## config.mk

```make
export PLATFORM = sky130hd
export DESIGN_NAME = x_encoder_arbiter
export DESIGN_NICKNAME = d
export VERILOG_FILES = /design/src/rtl/x_encoder_arbiter_pkg.sv /design/src/rtl/enc_result_fifo.sv /design/src/rtl/x_encoder_arbiter.sv
export SDC_FILE = /design/constraint.sdc
export NUM_CORES = 1
export LEC_CHECK = 0
export CAP_MARGIN = 0
export CORE_MARGIN = 4
export CORE_UTILIZATION = 30
export DETAILED_ROUTE_END_ITERATION = 7
export SLEW_MARGIN = 20
export SYNTH_ARGS = -nofsm -noshare
export SYNTH_HDL_FRONTEND = slang
export SYNTH_HIERARCHICAL = 1
export SYNTH_SLANG_ARGS = --single-unit
export TNS_END_PERCENT = 5
```

## constraint.sdc

```tcl
create_clock -name clock -period 6.3 [get_ports clock]
set_input_delay 1.575 -clock clock [delete_from_list [all_inputs] [get_ports clock]]
set_output_delay 1.575 -clock clock [all_outputs]
set_load 0.01 [all_outputs]
```

## src/rtl/x_encoder_arbiter_pkg.sv

```systemverilog
// Shared defaults and width helpers for the X_encoder request arbiter.
// Result word layout everywhere: {x_enc, id} with id in the low bits.
package x_encoder_arbiter_pkg;

  localparam int unsigned DTYPE_SIZE_DEF  = 32;
  localparam int unsigned X_ENC_SIZE_DEF  = 3;
  localparam int unsigned NUM_REQ_DEF     = 2;
  localparam int unsigned ENC_LATENCY_DEF = 2;
  localparam int unsigned FIFO_DEPTH_DEF  = 4;

  // Width of an id/pointer field that must be at least one bit wide.
  function automatic int unsigned clog2_min1(input int unsigned n);
    return (n <= 2) ? 1 : $clog2(n);
  endfunction

  // Width able to hold fifo_count + in-flight tags without overflow.
  function automatic int unsigned credit_width(input int unsigned depth,
                                               input int unsigned stages);
    return $clog2(depth + stages + 1);
  endfunction

endpackage

```

## src/rtl/enc_result_fifo.sv

```systemverilog
// Synchronous result FIFO with occupancy count; pointers wrap mod DEPTH.
module enc_result_fifo
  import x_encoder_arbiter_pkg::*;
#(
  parameter int unsigned WIDTH = 4,
  parameter int unsigned DEPTH = 4,
  parameter int unsigned CNT_W = $clog2(DEPTH + 1)
) (
  input  logic             clock,
  input  logic             reset_n,
  input  logic             push,
  input  logic [WIDTH-1:0] push_data,
  input  logic             pop,
  output logic [WIDTH-1:0] pop_data,
  output logic             valid,
  output logic [CNT_W-1:0] count
);

  localparam int unsigned PTR_W = clog2_min1(DEPTH);

  logic [WIDTH-1:0] mem [DEPTH];
  logic [PTR_W-1:0] wr_ptr;
  logic [PTR_W-1:0] rd_ptr;
  logic             do_push;
  logic             do_pop;

  function automatic logic [PTR_W-1:0] bump(input logic [PTR_W-1:0] p);
    return (p == PTR_W'(DEPTH - 1)) ? '0 : p + 1'b1;
  endfunction

  assign do_pop   = pop && (count != '0);
  assign do_push  = push && ((count != CNT_W'(DEPTH)) || do_pop);
  assign valid    = (count != '0);
  assign pop_data = mem[rd_ptr];

  always_ff @(posedge clock or negedge reset_n) begin
    if (!reset_n) begin
      wr_ptr <= '0;
      rd_ptr <= '0;
      count  <= '0;
    end else begin
      if (do_push) wr_ptr <= bump(wr_ptr);
      if (do_pop)  rd_ptr <= bump(rd_ptr);
      count <= count + CNT_W'(do_push) - CNT_W'(do_pop);
    end
  end

  always_ff @(posedge clock) begin
    if (do_push) mem[wr_ptr] <= push_data;
  end

endmodule

```

## src/rtl/x_encoder_arbiter.sv

```systemverilog
// Round-robin, credit-gated sharing of one X_encoder between NUM_REQ requesters;
// tags ride alongside the encoder pipeline and results drain through a FIFO.
module x_encoder_arbiter
  import x_encoder_arbiter_pkg::*;
#(
  parameter int unsigned DTYPE_SIZE  = DTYPE_SIZE_DEF,
  parameter int unsigned X_ENC_SIZE  = X_ENC_SIZE_DEF,
  parameter int unsigned NUM_REQ     = NUM_REQ_DEF,
  parameter int unsigned ENC_LATENCY = ENC_LATENCY_DEF,
  parameter int unsigned FIFO_DEPTH  = FIFO_DEPTH_DEF,
  parameter int unsigned ID_W        = clog2_min1(NUM_REQ)
) (
  input  logic                                    clock,
  input  logic                                    reset_n,
  input  logic [NUM_REQ-1:0]                      req_valid,
  output logic [NUM_REQ-1:0]                      req_ready,
  input  logic [NUM_REQ*DTYPE_SIZE*X_ENC_SIZE-1:0] req_x,
  output logic [DTYPE_SIZE*X_ENC_SIZE-1:0]        enc_x,
  input  logic [X_ENC_SIZE-1:0]                   enc_x_enc,
  output logic                                    out_valid,
  input  logic                                    out_ready,
  output logic [X_ENC_SIZE-1:0]                   out_x_enc,
  output logic [ID_W-1:0]                         out_id,
  output logic                                    busy
);

  localparam int unsigned VEC_W  = DTYPE_SIZE * X_ENC_SIZE;
  localparam int unsigned STAGES = ENC_LATENCY + 1;
  localparam int unsigned CNT_W  = $clog2(FIFO_DEPTH + 1);
  localparam int unsigned CRED_W = credit_width(FIFO_DEPTH, STAGES);
  localparam int unsigned RES_W  = X_ENC_SIZE + ID_W;

  logic [ID_W-1:0]   rr_ptr;
  logic [ID_W-1:0]   grant;
  logic [ID_W-1:0]   lo_grant;
  logic              hi_found;
  logic              lo_found;
  logic              accept;
  logic              can_issue;
  logic [VEC_W-1:0]  sel_x;
  logic [STAGES-1:0] tag_valid;
  logic [ID_W-1:0]   tag_id [STAGES];
  logic [CRED_W-1:0] inflight;
  logic [CNT_W-1:0]  fifo_count;
  logic [RES_W-1:0]  fifo_head;
  logic              pop;

  // First requester at or after rr_ptr wins; otherwise wrap to the lowest index.
  always_comb begin
    grant    = '0;
    lo_grant = '0;
    hi_found = 1'b0;
    lo_found = 1'b0;
    for (int unsigned i = 0; i < NUM_REQ; i++) begin
      if (req_valid[i] && !hi_found && (ID_W'(i) >= rr_ptr)) begin
        grant    = ID_W'(i);
        hi_found = 1'b1;
      end
      if (req_valid[i] && !lo_found) begin
        lo_grant = ID_W'(i);
        lo_found = 1'b1;
      end
    end
    if (!hi_found) grant = lo_grant;
  end

  // Same-cycle pops are not credited, so a result slot is always reserved.
  always_comb begin
    inflight = '0;
    for (int unsigned k = 0; k < STAGES; k++) begin
      inflight = inflight + CRED_W'(tag_valid[k]);
    end
  end

  assign can_issue = (CRED_W'(fifo_count) + inflight) < CRED_W'(FIFO_DEPTH);
  assign accept    = can_issue && (|req_valid);

  always_comb begin
    req_ready = '0;
    sel_x     = '0;
    for (int unsigned i = 0; i < NUM_REQ; i++) begin
      if (grant == ID_W'(i)) begin
        req_ready[i] = accept;
        sel_x        = req_x[i*VEC_W +: VEC_W];
      end
    end
  end

  always_ff @(posedge clock or negedge reset_n) begin
    if (!reset_n) begin
      enc_x     <= '0;
      rr_ptr    <= '0;
      tag_valid <= '0;
      for (int unsigned k = 0; k < STAGES; k++) tag_id[k] <= '0;
    end else begin
      tag_valid <= {tag_valid[STAGES-2:0], accept};
      tag_id[0] <= grant;
      for (int unsigned k = 1; k < STAGES; k++) tag_id[k] <= tag_id[k-1];
      if (accept) begin
        enc_x  <= sel_x;
        rr_ptr <= (grant == ID_W'(NUM_REQ - 1)) ? '0 : grant + 1'b1;
      end
    end
  end

  assign pop = out_valid && out_ready;

  enc_result_fifo #(
    .WIDTH (RES_W),
    .DEPTH (FIFO_DEPTH),
    .CNT_W (CNT_W)
  ) u_fifo (
    .clock     (clock),
    .reset_n   (reset_n),
    .push      (tag_valid[STAGES-1]),
    .push_data ({enc_x_enc, tag_id[STAGES-1]}),
    .pop       (pop),
    .pop_data  (fifo_head),
    .valid     (out_valid),
    .count     (fifo_count)
  );

  assign out_x_enc = fifo_head[ID_W +: X_ENC_SIZE];
  assign out_id    = fifo_head[ID_W-1:0];
  assign busy      = (|tag_valid) || (fifo_count != '0);

endmodule

```

==> flow_metrics.env <==
export IMPL_synthArstFlopShare_pct=87.30
export IMPL_vias=4391
export IMPL_hold_class="reg2reg"
export IMPL_routedWlPerCell_um=17.33
export IMPL_ctsHoldBuffers=0
export IMPL_sw_frac_of_total_pct=31.23
export IMPL_hold_viol_final=0
export IMPL_skew_ps=10.39
export IMPL_grt_usage_pct=14.73
export IMPL_share_comb_of_total_power_pct=50.4
export IMPL_nets=912
export IMPL_slew_headroom_pct=37.73
export IMPL_antenna_found_initial=2
export IMPL_final_layout_size_suffix_gt1_share_pct=33.75
export IMPL_tns_ps=0
export IMPL_synth_cells=398
export IMPL_cts_tree="built"
export IMPL_layout_commonest_cell="clkdlybuf4s50_1"
export IMPL_cts_resized_gates=0
export IMPL_p_total_mw=4.883
export IMPL_drt_total_wl_um=17050
export IMPL_dr_pass1_iters=4
export IMPL_cts_path_max_buffers=2
export IMPL_core_um2=20300
export IMPL_cp_startpoint="req_valid[0]"
export IMPL_fmax_ghz=0.2031
export IMPL_outcome="finished clean"
export IMPL_setup_viol=0
export IMPL_fp_dieW_um=152.0
export IMPL_synth_edf_count=16
export IMPL_die_area_um2=23090
export IMPL_rsz0062_at_grt="no"
export IMPL_crit_type="in2out"
export IMPL_power_density_nw_per_um2=485.3
export IMPL_reg2reg_slack_ps=2720
export IMPL_dpl_cell_count=952
export IMPL_syn_avg_cell_area_um2=15.62
export IMPL_worstHoldPathCells=0
export IMPL_slew_violations=0
export IMPL_clkLatencyLatePin_ps=410
export IMPL_synth_main_ff_cell="dfrtp_1"
export IMPL_num_io_pins=304
export IMPL_final_cell_mix="302 x clkdlybuf4s50_1, 154 x mux2_2, 110 x dfrtp_1"
export IMPL_end_kind="output pin"
export IMPL_fin_cells=984
export IMPL_drtAntennaViolNets=0
export IMPL_place_gp_congestion=0.7517
export IMPL_cp_required_ps=4720
export IMPL_place_area_um2=9465
export IMPL_grt_pass1_vias=5032
export IMPL_initial_core_util_pct=30.63
export IMPL_r2r_cells=10
export IMPL_cp_max_fo=40
export IMPL_p_int_mw=3.358
export IMPL_fin_hold_ws_ps=345.7
export IMPL_p_sw_mw=1.525
export IMPL_numClockSinks=126
export IMPL_area_growth_pct=61.82
export IMPL_cts_inserted_buffers=17
export IMPL_p_leak_nw=4.081
export IMPL_cts_max_level=4
export IMPL_dr_first_iter_drc_count=112
export IMPL_start_kind="input port"
export IMPL_ys_types=30
export IMPL_min_period_ps=4924
export IMPL_die_h_um=152.0
export IMPL_ys_ff_latch=126
export IMPL_crit_arrival_ps=3350
export IMPL_root_buffer="clkbuf_16"
export IMPL_drc=0
export IMPL_path_clk_slew_ps=50
export IMPL_p_seq_share_pct=29.8
export IMPL_rows=52
export IMPL_n_antenna_cell=0
export IMPL_dp_hpwl_um=13030
export IMPL_ir_drop_mv=0.2665
export IMPL_yosys_warnings=6
export IMPL_synthesis_area_um2=6217
export IMPL_postCtsSetupRepairBufs=0
export IMPL_io_buffers=303
export IMPL_clockPowerShare_pct=19.8
export IMPL_finalInstanceArea_um2=10060
export IMPL_syn_num_nets=609
export IMPL_grt_overflow=0
export IMPL_hold_end="tag_id[0]$_DFF_PN0_"
export IMPL_worst_pin_slew_ps=934.0
export IMPL_min_from="tag_id[1]$_DFF_PN0_"
export IMPL_grt_pass1_wl_um=27180
export IMPL_r2r_start="u_fifo/count[0]$_DFF_PN0_"
export IMPL_drt_vias_per_instance=4.462
export IMPL_grt_max_degree=74
export IMPL_finalCritPeriodShare_pct=78.16
export IMPL_maxCapViolations=0
export IMPL_yosysSeqAreaShare_pct=52.00
export IMPL_worstReg2RegEnd="enc_x[51]$_DFFE_PN0P_"
[layer usage]
metal | GRT usage (%) | up-vias | routed length [um]
met2 | 25.30 | 186 | 8686
met4 | 4.580 | 4 | 252
met1 | 15.93 | 2132 | 6349
met3 | 7.395 | 25 | 1736
met5 | 0 | - | 27
li1 | - | 2044 | -
[through the flow]
| stage | worst slack, ps | util [%] |
|---|---|---|
| 2_1_floorplan | 2462 | - |
| 3_3_place_gp | 1386 | 46.63 |
| 3_5_place_dp | 1329 | 46.63 |
| 4_1_cts | 1330 | 49.56 |
| 5_1_grt | 1240 | 49.56 |
| 6_report | 1376 | 49.56 |
[critical path, stage by stage]
cell	delay, ps
clkdlybuf4s50_1	460
nand2b_1	110
and2_4	510
nor2b_1	130
clkdlybuf4s50_1	520
[logic make-up (layout without fill, tap and decap cells)]
kind of cell / count (synthesis) / count (layout) / synth area share, %
AOI/OAI and AO/OA: 5 / 5 / 0.6842
xor gates and xnor gates: 2 / 2 / 0.2818
adders and majority gates: 11 / 11 / 2.455
buffers and inverters: 35 / 351 / 3.301
DFF: 126 / 126 / 52.00
muxes: 200 / 200 / 39.48
and+or+nand+nor: 19 / 19 / 1.792
[power groups by stage]
stage / Combinational, mW / Clock, mW / Sequential, mW
floorplan: 1.31 / 0 / 1.58
global placement: 2.47 / 0 / 1.45
detailed placement: 2.52 / 0 / 1.46
CTS: 2.52 / 1.00 / 1.46
global route: 2.65 / 1.04 / 1.51
finish: 2.46 / 0.968 / 1.46
[state kept, by name (all words and copies together), names as in the netlist]
signal         cells
enc_x             96
rr_ptr             1
tag_id             3
tag_valid          3
u_fifo/count       3
u_fifo/mem        16
u_fifo/rd_ptr      2
u_fifo/wr_ptr      2
[cells in the mapped netlist (all sizes together), types with 2 or more instances]
| master | count | area (um^2) |
|---|---|---|
| dfrtp | 110 | 2753 |
| edfxtp | 16 | 480.5 |
| nand2 | 3 | 11.26 |
| mux2 | 196 | 2365 |
| inv | 12 | 45.04 |
| and2 | 6 | 37.54 |
| xnor2 | 2 | 17.52 |
| nor2 | 2 | 7.510 |
| ha | 9 | 112.6 |
| buf | 22 | 156.4 |
| mux4 | 4 | 90.09 |
| fa | 2 | 40.04 |
[worst max path at each step]
stage	to	slack, ps	cells after the start
after floorplan	req_ready[0]	2460	5
after global placement	req_ready[0]	1390	5
after detailed placement	req_ready[0]	1330	5
after CTS	req_ready[0]	1330	5
after global routing	req_ready[0]	1240	5
final	req_ready[0]	1380	5
[cell type report]
cell class,count,area [um^2]
fillers,1778,10240
multi-input cells,237,2789
inverters,12,45.04
well taps,270,337.8
clock buffers,21,491.7
repair buffers,307,3060
flip-flops and latches,126,3233
clock inverters,11,103.9
No activity file was read; power rests on OpenSTA's default activity.
